File: config.mk
export PLATFORM = sky130hd
export DESIGN_NAME = fifo_write_arbiter
export DESIGN_NICKNAME = d
export VERILOG_FILES = /design/src/rtl/fifo_write_arbiter.sv
export SDC_FILE = /design/constraint.sdc
export NUM_CORES = 1
export LEC_CHECK = 0
export ABC_AREA = 1
export CAP_MARGIN = 10
export CORE_UTILIZATION = 36
export DETAILED_ROUTE_END_ITERATION = 10
export HOLD_SLACK_MARGIN = 0.05
export PLACE_DENSITY = 0.9
export SKIP_LAST_GASP = 1
export SLEW_MARGIN = 20
export SYNTH_ARGS = -nofsm -noshare
export SYNTH_HDL_FRONTEND = slang
export SYNTH_SLANG_ARGS = --single-unit
File: constraint.sdc
create_clock -name wclk -period 7.8 [get_ports wclk]
set_clock_uncertainty 0.2 [all_clocks]
set_input_delay 1.17 -clock wclk [delete_from_list [all_inputs] [get_ports wclk]]
set_output_delay 1.17 -clock wclk [all_outputs]
set_load 0.02 [all_outputs]
File: src/rtl/fifo_write_arbiter.sv
`default_nettype none
// +--------------------------------------------------------------------------+
// | Module  : fifo_write_arbiter                                             |
// | Brief   : Round-robin burst arbiter for a shared FIFO write port, with   |
// |           optional source-tag header and MAXBURST beat cap.              |
// | Revision: 1.0 - initial release                                          |
// +--------------------------------------------------------------------------+
module fifo_write_arbiter #(
    parameter int DSIZE    = 32,
    parameter int NREQ     = 4,
    parameter int MAXBURST = 16,
    parameter int TAG_EN   = 1
) (
    input  logic                      wclk,
    input  logic                      wrst,
    input  logic [NREQ-1:0]           req_valid,
    input  logic [NREQ*DSIZE-1:0]     req_data,
    input  logic [NREQ-1:0]           req_last,
    output logic [NREQ-1:0]           req_ready,
    input  logic                      wfull,
    input  logic                      awfull,
    output logic                      winc,
    output logic [DSIZE-1:0]          wdata,
    output logic [$clog2(NREQ)-1:0]   grant_id,
    output logic                      busy
);

    localparam int IDW = $clog2(NREQ);
    localparam int CW  = $clog2(MAXBURST + 1);

    typedef enum logic [1:0] {
        S_IDLE  = 2'd0,
        S_HDR   = 2'd1,
        S_BURST = 2'd2
    } state_t;

    state_t           r_state;
    state_t           w_state_nxt;
    logic [IDW-1:0]   r_rr_ptr;
    logic [IDW-1:0]   r_grant_id;
    logic [CW-1:0]    r_beat_cnt;
    logic [CW-1:0]    w_cnt_nxt;

    logic             w_any;
    logic [IDW-1:0]   w_pick;
    int               w_best;
    int               w_dist;

    logic             w_sel_valid;
    logic             w_sel_last;
    logic [DSIZE-1:0] w_sel_data;
    logic [DSIZE-1:0] w_hdr;
    logic             w_grant;
    logic             w_accept;
    logic             w_end;

    // Distance counted forward from rr_ptr; smallest distance among valid wins.
    always_comb begin
        w_any  = 1'b0;
        w_pick = '0;
        w_best = 2 * NREQ;
        w_dist = 0;
        for (int i = 0; i < NREQ; i++) begin
            w_dist = (i > int'(r_rr_ptr)) ? (i - int'(r_rr_ptr))
                                          : (i + NREQ - int'(r_rr_ptr));
            if (req_valid[i] && (w_dist < w_best)) begin
                w_best = w_dist;
                w_pick = IDW'(i);
                w_any  = 1'b1;
            end
        end
    end

    always_comb begin
        w_sel_valid = 1'b0;
        w_sel_last  = 1'b0;
        w_sel_data  = '0;
        for (int i = 0; i < NREQ; i++) begin
            if (IDW'(i) == r_grant_id) begin
                w_sel_valid = req_valid[i];
                w_sel_last  = req_last[i];
                w_sel_data  = req_data[i*DSIZE +: DSIZE];
            end
        end
    end

    always_comb begin
        w_hdr              = '0;
        w_hdr[DSIZE-1]     = 1'b1;
        w_hdr[IDW-1:0]     = r_grant_id;
    end

    assign w_grant   = (r_state == S_IDLE) && w_any && !awfull;
    assign w_accept  = (r_state == S_BURST) && w_sel_valid && !wfull;
    assign w_cnt_nxt = r_beat_cnt + CW'(1);
    assign w_end     = w_accept && (w_sel_last || (w_cnt_nxt == CW'(MAXBURST)));

    always_comb begin
        w_state_nxt = r_state;
        winc        = 1'b0;
        wdata       = '0;
        req_ready   = '0;
        case (r_state)
            S_IDLE: begin
                if (w_grant) begin
                    w_state_nxt = (TAG_EN != 0) ? S_HDR : S_BURST;
                end
            end
            S_HDR: begin
                winc  = !wfull;
                wdata = w_hdr;
                if (!wfull) begin
                    w_state_nxt = S_BURST;
                end
            end
            S_BURST: begin
                for (int i = 0; i < NREQ; i++) begin
                    req_ready[i] = (IDW'(i) == r_grant_id) && !wfull;
                end
                winc  = w_accept;
                wdata = w_sel_data;
                if (w_end) begin
                    w_state_nxt = S_IDLE;
                end
            end
            default: w_state_nxt = S_IDLE;
        endcase
    end

    always_ff @(posedge wclk or posedge wrst) begin
        if (wrst) begin
            r_state    <= S_IDLE;
            r_rr_ptr   <= IDW'(NREQ - 1);
            r_beat_cnt <= '0;
            r_grant_id <= '0;
        end else begin
            r_state <= w_state_nxt;
            if (w_grant) begin
                r_grant_id <= w_pick;
            end
            if (w_end) begin
                r_beat_cnt <= '0;
                r_rr_ptr   <= r_grant_id;
            end else if (w_accept) begin
                r_beat_cnt <= w_cnt_nxt;
            end
        end
    end

    assign grant_id = r_grant_id;
    assign busy     = (r_state != S_IDLE);

endmodule
`default_nettype wire

; ---- Word level (Yosys, flattened, before mapping)
; Cells that the tools add are included.
[totals]
reg_bits = 11
[classes]
magnitude_cmp = 7
addsub = 8
muxes = 34
reduce_logical = 21
n_eq_ne = 9
[ops]
columns = op, n
row1 = 32-bit two-way mux, 10
row2 = 32-bit < comparator, 3
row3 = 32-bit one-hot mux with 2 select lines, 1
row4 = "3-bit by 2-bit subtractor with 4-bit output, first input constant", 4
row5 = 1-bit logical AND, 13
row6 = 1-bit two-way mux, 13
row7 = 2-bit two-way mux, 5
row8 = 5-bit two-way mux, 2
row9 = "2-bit != test, second input constant", 3
row10 = 2-bit one-hot mux with 3 select lines, 1
row11 = "2-bit by 2-bit subtractor with 3-bit output, first input constant", 2
row12 = "5-bit by 1-bit adder with 5-bit output, second input constant", 1
row13 = "5-bit equality test, second input constant", 1
row14 = "4-bit by 5-bit < comparator with 1-bit output, second input constant", 1
row15 = "2-bit equality test, first input constant", 2
row16 = "2-bit greater-than comparator, first input constant", 2
row17 = 2-bit zero test, 2
row18 = 4-bit two-way mux, 1
row19 = 2-bit nonzero test, 2
row20 = 3-bit AND reduction, 1
row21 = "1-bit by 2-bit subtractor with 3-bit output, first input constant", 1
row22 = "1-bit by 2-bit equality test with 1-bit output, first input constant", 1
row23 = "2-bit by 1-bit equality test with 1-bit output, second input constant", 1
row24 = "2-bit equality test, second input constant", 1
row25 = 4 further kinds, 5

; ---- Logic depth before layout (Yosys ltp)
; Gate-level depths: netlist of the first run.
[depth]
depth_word = 17
ltp_mapped = 32

; ---- Least setup slack after synthesis of the first run
; Ideal clock, no wire load.
[synth_path]
kind = input to register
start = in req_valid[0]
end = reg r_state[0]
n_path_buf = 0
slack_ns = 3.825
path_stages = 25
arrival_time_ns = 3.658
cell_sequence = nand2_1 -> ha_1 -> nand2_1 -> nand2_1 -> nand2_2 -> nand2_1 -> nand2_1 -> o21ai_0 -> ha_1 -> a2111oi_0 -> nand2_1 -> nand2_2 -> nand2_4 -> nand2_1 -> o21ai_0 -> ha_1 -> a21boi_1 -> nand2_1 -> nand4_2 -> nand2_2 -> nand2_4 -> nand2_4 -> nand2_2 -> nand2_1 -> nand2_1
[synth_via]
elab_chain_len = 15
elab_cells_between_ends = 26
[synth_rtl]
columns = element, line_no
row1 = from (decl), 16  ; input logic [NREQ-1:0] req_valid,
row2 = 1-bit logical AND, 66  ; if (req_valid[i] && (w_dist < w_best)) begin
row3 = 32-bit two-way mux, 66
row4 = 32-bit < comparator, 66
row5 = 1-bit logical AND, 66
row6 = 32-bit two-way mux, 66
row7 = 32-bit < comparator, 66
row8 = 1-bit logical AND, 66
row9 = 32-bit two-way mux, 66
row10 = 32-bit < comparator, 66
row11 = 1-bit logical AND, 66
row12 = 1-bit two-way mux, 66
row13 = 1-bit logical AND (2 in a row), 93  ; assign w_grant = (r_state == S_IDLE) && w_any && !awfull;
row14 = 2-bit != test (no source line), -
row15 = 3-bit AND reduction (no source line) *, -
row16 = to (signal assigned), 137  ; r_state <= w_state_nxt;
row17 = to (decl), 37  ; state_t r_state;
; Every way passes the cells marked *; elsewhere a longest branch is shown, timed or not.
; A chain may end at the register's enable or synchronous reset.

; ---- Worst setup path after layout of the first run
[layout_path]
start = reg r_grant_id[1], in the netlist grant_id[1]
end = out winc
[layout_via]
elab_chain_len = 8
elab_cells_between_ends = 11
[layout_rtl]
columns = element, line_no
row1 = from (decl), 40  ; logic [IDW-1:0] r_grant_id;
row2 = from (signal assigned), 139  ; r_grant_id <= w_pick;
row3 = 2-bit zero test, 79  ; if (IDW'(i) == r_grant_id) begin
row4 = 1-bit two-way mux (3 in a row), 79
row5 = 1-bit two-way mux *, 79
row6 = 1-bit logical AND * (2 in a row), 94  ; assign w_accept = (r_state == S_BURST) && w_sel_valid && !wfull;
row7 = 1-bit one-hot mux with 2 select lines *, 103  ; case (r_state)
row8 = to (decl), 22  ; output logic winc,
; Marks and branches as above.

==> metrics, run 1 <==
syn avg cell area 5.82 sq um; Buffers on Ports 179; number of post-CTS setup repair buffers 0; final-report max-slew violation count 0; CTS max path bufs 2; power density over cell area 269 nW/um^2; largest net degree at the start of global routing 45; CP required 6.43 ns; # DRC 0; Max Cap Viol 0; Clock Latency Late Sink 0.23 ns; FFs w/ async S/R, synth 1.00; post-synth top area share 0.139; Leak 1.79 nW; mapped cell area 2130 sq um; first-pass GRT wire length 14.8 mm; clock slew at reported path FFs 0.05 ns; Nets 690; pre-CTS setup slack 2.95 ns; Top cell by count, worst path inv_1; Fillers 460; Synthesis Warnings 0; Starting DRT DRC Count 139; WL/cell 16.7 um; Hold WC Path Type reg2reg; fmax 203 MHz; TritonCTS buffer count 3; Fin. Hold Viols 0; root buffer cell clkbuf_8; Netlist cell types 31; sequential element share of the synthesized area 0.131; CP Data Arrival Time 3.54 ns; RSZ-0062 raised after global routing false; initial antenna violation count 0; GR Util All Layers 0.307; CTS tree yes; DIE AREA 6220 sq um; outcome finished clean; crit path kind reg2out; Post-Syn Instances 366; crit share post-route 0.630; Synth area leaders nand2_1 (14%), nand3_1 (11%), dfrtp_1 (11%); cts hold-fix bufs 0; std cell rows 27; Via density 5.34; Slew HR 0.452; worst-path fanout max 26; Hold Path Cell Cnt 2; setup slack after layout 2.89 ns; Worst setup SP type register; Slew @ Worst Pin 0.822 ns; total grt overflow 0; number of detailed-route iterations in the first pass 5; area grow syn2layout 88.0%; CTS resizes 0; CTS sink count 11; Initial Utilization 0.380; Post-synth EDFFs 0; Final setup viols 0; syn_nets 523; I/O pin count 180; share of cells above drive strength 1 0.0395; largest area contributor in the netlist nand2_1; TNS Setup 0 ns; Vias 3,227; FF-to-FF path depth 27; core footprint 5610 sq um; Peak VDD IR 0.167 mV; ys flop type dfrtp_1; Chip Width 78.9 um; number of routed nets with antenna violations 0; Setup crit end kind output pin; Tmin final 4.91 ns; top-count cell post-synth nand2_1; Diodes inserted 0; chip height 78.9 um; CP max stage delay 0.87 ns; critical-path cell list inv_1, nor2_1, inv_1, o22ai_1, nor2_1, nand3_1, nand2_1, o21ai_0, inv_1, clkdlybuf4s50_1; Detailed Place HPWL 8.01 mm; Placer Congestion 0.880; CP max-delay cell dfrtp_1; H-Tree Depth 1; Post-synth top cells nand2_1 (79), inv_1 (47), nand3_1 (46); Synth Register Bits 11; vias in the first global route 2,995; final wirelength 10.1 mm
==> worst max-delay path: cells and delay by family (launching register included) <==
kind	cells	cell delay (ns)
buffers and inverters	4	1.46
flip-flops	1	0.87
AND/OR/NAND/NOR	4	0.50
AO/OA/AOI/OAI	2	0.45
==> path summary, 6_finish.rpt <==
check / end / start / slack, ns
max: winc / grant_id[1]$_DFFE_PP0P_ / 2.89
min: r_beat_cnt[4]$_DFFE_PP0P_ / r_beat_cnt[4]$_DFFE_PP0P_ / 0.31
max reg2reg: r_state[1]$_DFFE_PP0P_ / r_rr_ptr[0]$_DFFE_PP1P_ / 3.73
min reg2reg: r_beat_cnt[4]$_DFFE_PP0P_ / r_beat_cnt[4]$_DFFE_PP0P_ / 0.31
max in group asynchronous: r_rr_ptr[1]$_DFFE_PP1P_ / wrst / 6.04
min in group asynchronous: r_beat_cnt[3]$_DFFE_PP0P_ / wrst / 1.03
==> layout make-up <==
type / instances / area, sq um / area share
repair buffers: 182 / 1810 / 0.453
multi-input cells: 283 / 1580 / 0.395
flip-flops and latches: 11 / 278 / 0.0694
inverters: 52 / 195 / 0.0488
well taps: 72 / 90.1 / 0.0225
clock buffers: 4 / 45.0 / 0.0113
==> cells by family (layout without fill, tap and decap cells) <==
family | count (synthesis) | in the layout | share of synthesized area
flip-flops | 11 | 11 | 0.131
XOR/XNOR | 3 | 3 | 0.0123
adder cells (fa/ha/maj) | 17 | 17 | 0.0999
AO/OA/AOI/OAI | 100 | 100 | 0.290
buffers and inverters | 72 | 238 | 0.128
AND/OR/NAND/NOR | 163 | 163 | 0.340
==> state kept, by name, indices dropped and copies added (netlist names) <==
signal	flops
r_beat_cnt	5
grant_id	2
r_rr_ptr	2
r_state	2
==> routing by layer <==
| metal | wire length [um] | vias up | track usage |
|---|---|---|---|
| li1 | - | 1572 | - |
| met1 | 4300 | 1452 | 0.404 |
| met2 | 4410 | 175 | 0.490 |
| met3 | 1030 | 28 | 0.0770 |
| met4 | 334 | 0 | 0.0964 |
| met5 | 0 | - | 0 |
==> stage by stage <==
step / power (mW) / cells / hold slack (ns) / instance area, sq um / util
after floorplan: 0.701 / 366 / 0.266 / 2130 / -
after global placement: 0.989 / 600 / 0.295 / 3960 / 0.705
after detailed placement: 1.01 / 600 / 0.302 / 3960 / 0.705
after CTS: 1.07 / 604 / 0.314 / 4000 / 0.714
after global routing: 1.18 / 604 / 0.348 / 4000 / 0.714
final: 1.08 / 604 / 0.309 / 4000 / 0.714
==> power breakdown <==
group / total [mW] / leakage (nW) / internal (mW) / switching (mW)
Combinational: 0.896 / 1.63 / 0.361 / 0.535
Sequential: 0.124 / 0.137 / 0.0823 / 0.0415
Clock: 0.0558 / 0.0228 / 0.0358 / 0.0201
Total: 1.08 / 1.79 / 0.480 / 0.597
==> cell usage in the layout (no fill, tap or decap), types with 3 or more instances in the layout <==
cell / Yosys / routed
inv_1: 47 / 47
clkbuf_8: 0 / 3
buf_4: 0 / 3
o211ai_1: 20 / 20
o221ai_1: 6 / 6
a21oi_1: 15 / 15
nand2_1: 79 / 79
xor2_1: 3 / 3
nand2_4: 3 / 3
nor2_1: 26 / 26
nand2_2: 4 / 4
ha_1: 17 / 17
inv_2: 3 / 3
o21ai_0: 37 / 37
dfrtp_1: 9 / 9
clkdlybuf4s50_1: 0 / 179
nand3_1: 46 / 46
o22ai_1: 9 / 9
o21bai_1: 6 / 6
Power figures use the tool's default switching activity.
==> inputs of run 2 (changes only) <==
- CORE_UTILIZATION: 36 -> 30
- PLACE_DENSITY: 0.9 -> 0.8
- clock period: 7.8 -> 4 ns (I/O delays scaled with it)
==> run 2 against run 1 <==
Net effect: via count down 0.25%; setup slack got worse by 2.7 ns; power rose by 110%; flip-flop and latch count is the same; combinational power grew 110%; critical path depth grew 16; routed wire length fell by 0.68%; count of clock-buffer cells in the layout unchanged; sequential share of layout area is 0.27 points lower.
==> metrics, run 2 (synthesis gave the netlist of run 1 again) <==
outcome finished clean (unchanged); number of post-CTS setup repair buffers 0 (unchanged); CTS sink count 11 (unchanged); crit share post-route 0.943; vias in the first global route 3,080 (was 2,995); gr busiest metal met2 (unchanged); Chip Width 86.2 um (was 78.9 um); Clock Latency Late Sink 0.24 ns (was 0.23 ns); final hold slack 0.332 ns (was 0.309 ns); Via density 5.02 (was 5.34); Slew @ Worst Pin 0.577 ns (was 0.822 ns); Leak 1.85 nW (was 1.79 nW); FF+latch area 278 sq um (unchanged); area grow syn2layout 95.6% (was 88.0%); worst-path fanout max 6 (was 26); Fin. Hold Viols 0 (unchanged); Fillers 618 (was 460); Tot Pwr 2.23 mW (was 1.08 mW); Hold WC Path Type reg2reg (unchanged); Starting DRT DRC Count 164 (was 139); CTS max path bufs 2 (unchanged); Final setup viols 0 (unchanged); commonest non-fill, non-tap cell in the layout clkdlybuf4s50_1 (unchanged); first-pass GRT wire length 15.0 mm (was 14.8 mm); std cell rows 30 (was 27); met1 usage 0.317 (was 0.404); RR Endpoint r_state[1]$_DFFE_PP0P_ (unchanged); CTS tree yes (unchanged); Tmin final 3.77 ns; power density over cell area 535 nW/um^2 (was 269 nW/um^2); Setup crit end kind register (was output pin); crit path capture r_state[1]$_DFFE_PP0P_ (was winc); largest net degree at the start of global routing 33 (was 45); I/O pin count 180 (unchanged); Slew HR 0.615 (was 0.452); initial antenna violation count 0 (unchanged); grt met3 use 0.0590 (was 0.0770); worst r2r src r_rr_ptr[0]$_DFFE_PP1P_ (unchanged); crit path kind in2reg (was reg2out); FF-to-FF path depth 27 (unchanged); H-Tree Depth 1 (unchanged); CP required 3.93 ns (was 6.43 ns); TritonCTS buffer count 3 (unchanged); core footprint 6830 sq um (was 5610 sq um); Top reg by flops r_beat_cnt (unchanged); Crit. Startpoint req_valid[0] (was grant_id[1]$_DFFE_PP0P_); clock slew at reported path FFs 0.05 ns (about the same); reg-to-reg slack, setup 0.29 ns (was 3.73 ns); design area 4160 sq um (was 4000 sq um); Diodes inserted 0 (unchanged); DIE AREA 7430 sq um (was 6220 sq um); number of routed nets with antenna violations 0 (unchanged); Multi-input gate area 1610 sq um (was 1580 sq um); Largest register FFs 5 (unchanged); total grt overflow 0 (unchanged); grt met2 use 0.431 (was 0.490); Placer Congestion 0.899 (was 0.880); share of cells above drive strength 1 0.0752 (was 0.0395); final-report max-slew violation count 0 (unchanged); Worst setup SP type primary input (was register); Initial Utilization 0.312 (was 0.380); Buffers on Ports 179 (unchanged); final wirelength 10.0 mm (was 10.1 mm); CP Data Arrival Time 3.70 ns (was 3.54 ns); most frequent cells in the layout clkdlybuf4s50_1 (179), nand2_1 (78), inv_1 (46), nand3_1 (46), o21ai_0 (34) (was clkdlybuf4s50_1 (179), nand2_1 (79), inv_1 (47)); Peak VDD IR 0.316 mV (was 0.167 mV); Vias 3,219 (was 3,227); Post-DP Area 4080 sq um (was 3960 sq um); Nets 703 (was 690); chip height 86.2 um (was 78.9 um); number of detailed-route iterations in the first pass 5 (unchanged); Max Cap Viol 0 (unchanged); root buffer cell clkbuf_8 (unchanged); Detailed Place HPWL 8.02 mm (was 8.01 mm); WL/cell 15.6 um (was 16.7 um); GR Util All Layers 0.253 (was 0.307); fmax 265 MHz; # DRC 0 (unchanged)
[run 2: changes by cell type in the layout (fill, tap and decap cells not counted), sizes merged]
cell,delta
buf,+13
[run 2: timing repair]
| item | in CTS | in global routing |
|---|---|---|
| hold buffers | 0 | 0 |
| resized for setup | 0 | 12 |
| setup endpoints to repair | 0 | 4 |
[run 2: worst min-delay path by stage]
stage                                            to  cells after the start                      start
after floorplan             grant_id[0]$_DFFE_PP0P_                      1                       wrst
final                        r_state[1]$_DFFE_PP0P_                      2     r_state[1]$_DFFE_PP0P_
after detailed placement     r_state[0]$_DFFE_PP0P_                      2     r_state[0]$_DFFE_PP0P_
after CTS                    r_state[1]$_DFFE_PP0P_                      2     r_state[1]$_DFFE_PP0P_
after global placement    r_beat_cnt[4]$_DFFE_PP0P_                      2  r_beat_cnt[4]$_DFFE_PP0P_
after global routing         r_state[0]$_DFFE_PP0P_                      2     r_state[0]$_DFFE_PP0P_
[run 2: layout make-up]
| type | instances | share of cell area |
|---|---|---|
| Timing Repair Buffer | 195 | 0.459 |
| Multi-Input combinational cell | 283 | 0.387 |
| Sequential cell | 11 | 0.0667 |
| Inverter | 52 | 0.0469 |
| Tap cell | 96 | 0.0289 |
| Clock buffer | 4 | 0.0108 |
[run 2: power by group]
part	switching (mW)	total, mW	internal [mW]
clock	0.0425	0.113	0.0701
sequential	0.0516	0.211	0.160
combinational	1.10	1.90	0.803
[run 2: worst max-delay path, cell delays in order]
cell and delay [ns]:
clkdlybuf4s50_1 0.48, nand2_1 0.07, ha_1 0.27, nand2_1 0.07, nand2_1 0.05, nand2_2 0.06
nand2_2 0.07, nand2_1 0.08, o21ai_1 0.09, ha_2 0.20, a2111oi_4 0.28, nand2_1 0.10
nand2_2 0.09, nand2_4 0.07, nand2_1 0.06, o21ai_1 0.06, ha_1 0.26, a21boi_1 0.12
nand2_1 0.07, nand4_2 0.10, nand2_2 0.11, nand2_4 0.06, nand2_4 0.08, nand2_2 0.05
nand2_1 0.07, nand2_1 0.05
[run 2: stage by stage]
step / worst slack [ns] / instances / utilization / TNS, ns
3_5_place_dp: -0.241 / 637 / 0.598 / -0.781
6_report: 0.227 / 641 / 0.609 / 0
3_3_place_gp: -0.0420 / 637 / 0.598 / -0.0872
4_1_cts: 0.00350 / 641 / 0.604 / 0
5_1_grt: -0.0274 / 641 / 0.609 / -0.0458
2_1_floorplan: 0.362 / 366 / - / 0
[run 2: layer usage]
layer / vias to the layer above / routed length (um)
met5: - / 0
met4: 0 / 262
met3: 24 / 908
met2: 140 / 4650
met1: 1455 / 4180
li1: 1600 / -
==> inputs of run 3 (changes only) <==
- ABC_AREA: 1 -> not set
- PLACE_DENSITY: 0.8 -> 0.79
==> run 3 against run 2 <==
Net effect: the flow now finishes with violations (negative setup slack); routed wire length decreased by 0.86%; via count is 15% lower; sequential share of layout area shrank 0.41 points; worst hold slack improved by 0.0020 ns; final cell count fell by 19%; power is 18% higher; area after synthesis is 4.0% higher; register-to-register slack lost 0.58 ns; critical path type is now reg2reg; critical endpoint is now grant_id[1]$_DFFE_PP0P_.
==> metrics, run 3 <==
met1 usage 0.273 (was 0.317); Peak VDD IR 0.434 mV (was 0.316 mV); Detailed Place HPWL 8.15 mm (was 8.02 mm); Placer Congestion 0.874 (was 0.899); power density over cell area 591 nW/um^2 (was 535 nW/um^2); CP required 3.91 ns (was 3.93 ns); sequential element share of the synthesized area 0.125 (was 0.131); TNS Setup -0.558 ns (was 0 ns); Synth Register Bits 11 (unchanged); Hold WC Path Type reg2reg (unchanged); Worst setup SP type register (was primary input); CP Data Arrival Time 4.21 ns (was 3.70 ns); final wirelength 9.92 mm (was 10.0 mm); CTS sink count 11 (unchanged); Slew @ Worst Pin 0.810 ns (was 0.577 ns); # DRC 0 (unchanged); top-count cell post-synth mux4_2 (was nand2_1); setup slack after layout -0.293 ns (was 0.227 ns); Slew HR 0.460 (was 0.615); share of cells above drive strength 1 0.236 (was 0.0752); Post-synth top cells mux4_2 (32), and3_1 (30), ha_1 (17) (was nand2_1 (79), inv_1 (47), nand3_1 (46)); reg-to-reg slack, setup -0.29 ns (was 0.29 ns); Synthesis Warnings 0 (unchanged); fmax 233 MHz (was 265 MHz); number of detailed-route iterations in the first pass 4 (was 5); clock slew at reported path FFs 0.06 ns (was 0.05 ns); Starting DRT DRC Count 89 (was 164); Synth area leaders mux4_2 (33%), dfrtp_1 (10%), ha_1 (9.6%) (was nand2_1 (14%), nand3_1 (11%), dfrtp_1 (11%)); FFs w/ async S/R, synth 1.00 (unchanged); largest area contributor in the netlist mux4_2 (was nand2_1); Min-Delay Startpoint r_state[0]$_DFFE_PP0P_ (was r_state[1]$_DFFE_PP0P_); syn_nets 379 (was 523); grt met3 use 0.0528 (was 0.0590); pre-CTS setup slack -0.656 ns (was -0.241 ns); Via density 5.30 (was 5.02); FF-to-FF path depth 17 (was 27); Post-synth EDFFs 0 (unchanged); Final setup viols 2 (was 0); Initial Utilization 0.319 (was 0.312); grt met2 use 0.432 (was 0.431); std cell rows 30 (unchanged); RR Endpoint grant_id[1]$_DFFE_PP0P_ (was r_state[1]$_DFFE_PP0P_); WL/cell 19.2 um (was 15.6 um); crit share post-route 1.07 (was 0.943); GR Util All Layers 0.240 (was 0.253); CTS tree yes (unchanged); violated checks negative setup slack; DIE AREA 7730 sq um (was 7430 sq um); gr busiest metal met2 (unchanged); syn avg cell area 9.97 sq um (was 5.82 sq um); Nets 578 (was 703); post-synth top area share 0.326 (was 0.139); Largest register FFs 5 (unchanged); Fillers 550 (was 618); final hold slack 0.334 ns (was 0.332 ns); Chip Width 87.9 um (was 86.2 um); RSZ-0062 raised after global routing true; largest net degree at the start of global routing 34 (was 33); Netlist cell types 47 (was 31); H-Tree Depth 1 (unchanged); TritonCTS buffer count 3 (unchanged); Buffers on Ports 179 (unchanged); CTS max path bufs 2 (unchanged); Hold Path Cell Cnt 1 (was 2); worst r2r src r_rr_ptr[0]$_DFFE_PP1P_ (unchanged); chip height 87.9 um (was 86.2 um); Hold EP r_state[0]$_DFFE_PP0P_ (was r_state[1]$_DFFE_PP0P_); crit path kind reg2reg (was in2reg); Clock Latency Late Sink 0.24 ns (about the same); Max Cap Viol 0 (unchanged); commonest non-fill, non-tap cell in the layout clkdlybuf4s50_1 (unchanged); total grt overflow 0 (unchanged); Fin. Hold Viols 0 (unchanged); most frequent cells in the layout clkdlybuf4s50_1 (178), mux4_2 (32), buf_4 (31) (was clkdlybuf4s50_1 (179), nand2_1 (78), inv_1 (46), nand3_1 (46), o21ai_0 (34)); Setup crit end kind register (unchanged); mapped cell area 2210 sq um (was 2130 sq um); final-report max-slew violation count 0 (unchanged); ys flop type dfrtp_1 (unchanged); initial antenna violation count 0 (unchanged); Top reg by flops r_beat_cnt (unchanged); Post-Syn Instances 222 (was 366); outcome complete, but fails checks (was finished clean); worst-path fanout max 3 (was 6); Tot Pwr 2.64 mW (was 2.23 mW); root buffer cell clkbuf_8 (unchanged); core footprint 6940 sq um (was 6830 sq um); vias in the first global route 2,750 (was 3,080); I/O pin count 180 (unchanged); first-pass GRT wire length 14.0 mm (was 15.0 mm); Tmin final 4.29 ns (was 3.77 ns); Leak 1.81 nW (was 1.85 nW); number of routed nets with antenna violations 0 (unchanged); area grow syn2layout 101% (was 95.6%); Vias 2,742 (was 3,219)
==> run 3: changes by cell type in the layout (fill, tap and decap cells not counted), moves of 5 or more <==
| cell | before | now |
|---|---|---|
| nand2_1 | 78 | 15 |
| nand3_1 | 46 | 3 |
| inv_1 | 46 | 11 |
| mux4_2 | 0 | 32 |
| and3_1 | 0 | 30 |
| o21ai_0 | 34 | 10 |
| nor2_1 | 25 | 6 |
| o211ai_1 | 20 | 3 |
| buf_4 | 16 | 31 |
| a21oi_1 | 15 | 6 |
| o22ai_1 | 9 | 0 |
| o221ai_1 | 6 | 0 |
| nand2_2 | 5 | 0 |
| o21bai_1 | 6 | 1 |
==> run 3: area by class of cell <==
| class | instances | area (sq um) | share of cell area |
|---|---|---|---|
| clock inverters | 1 | 5.00 | 0.00112 |
| inverters | 13 | 51.3 | 0.0115 |
| clock buffers | 3 | 41.3 | 0.00926 |
| well taps | 96 | 120 | 0.0270 |
| repair buffers | 212 | 2050 | 0.459 |
| diodes | 1 | 2.50 | 0.000561 |
| flip-flops and latches | 11 | 279 | 0.0626 |
| multi-input cells | 180 | 1910 | 0.429 |
==> run 3: layer usage <==
metal / vias to the layer above / wire [um]
met4: 0 / 303
met5: - / 0
li1: 1277 / -
met2: 106 / 5100
met1: 1335 / 3780
met3: 24 / 743
==> run 3: worst max-delay path by stage <==
stage | cells past startpoint | to | start
2_1_floorplan | 19 | grant_id[1]$_DFFE_PP0P_ | r_rr_ptr[1]$_DFFE_PP1P_
3_3_place_gp | 17 | grant_id[1]$_DFFE_PP0P_ | req_valid[0]
3_5_place_dp | 16 | grant_id[1]$_DFFE_PP0P_ | req_valid[0]
4_1_cts | 18 | grant_id[1]$_DFFE_PP0P_ | r_rr_ptr[0]$_DFFE_PP1P_
5_1_grt | 21 | grant_id[1]$_DFFE_PP0P_ | r_rr_ptr[0]$_DFFE_PP1P_
6_report | 17 | grant_id[1]$_DFFE_PP0P_ | r_rr_ptr[0]$_DFFE_PP1P_
==> run 3: power breakdown <==
| group | switching, mW | leakage (nW) | internal, mW | total (mW) |
|---|---|---|---|---|
| Clock | 0.0434 | 0.0255 | 0.0685 | 0.112 |
| Combinational | 1.03 | 1.65 | 1.24 | 2.28 |
| Sequential | 0.0844 | 0.136 | 0.163 | 0.247 |
| Total | 1.16 | 1.81 | 1.47 | 2.64 |
==> run 3: repair_timing <==
item	4_1_cts	5_1_grt
hold endpoints to repair	0	0
endpoints found under the setup margin	2	2
pin swaps	3	5
buffers inserted	3	5
resized for setup	4	5
cloned	0	0
hold buffers	0	0
==> run 3: logic make-up after synthesis <==
group           share of synthesized area
flops                               0.125
fa+ha+maj                          0.0961
compound gates                      0.153
simple gates                        0.194
buf+inv                            0.0616
mux                                 0.370
==> run 3: through the flow <==
step           instance area (sq um)   util  instances
6_report                        4460  0.642        517
5_1_grt                         4450  0.641        516
4_1_cts                         4390  0.632        511
3_5_place_dp                    4310  0.621        504
3_3_place_gp                    4310  0.621        504
2_1_floorplan                   2300      -        222
==> run 3: worst max-delay path, stage by stage (launching register included) <==
cell       delay, ns
dfstp_2         0.55
inv_2           0.05
ha_4            0.17
nand2_4         0.07
ha_4            0.20
o211ai_1        0.12
nand3_2         0.15
mux2_4          0.34
ha_4            0.22
a21o_1          0.18
a2111oi_4       0.29
a32o_2          0.20
mux2_4          0.32
ha_4            0.26
o211ai_1        0.11
o31ai_2         0.30
nor3b_2         0.07
o32a_1          0.34
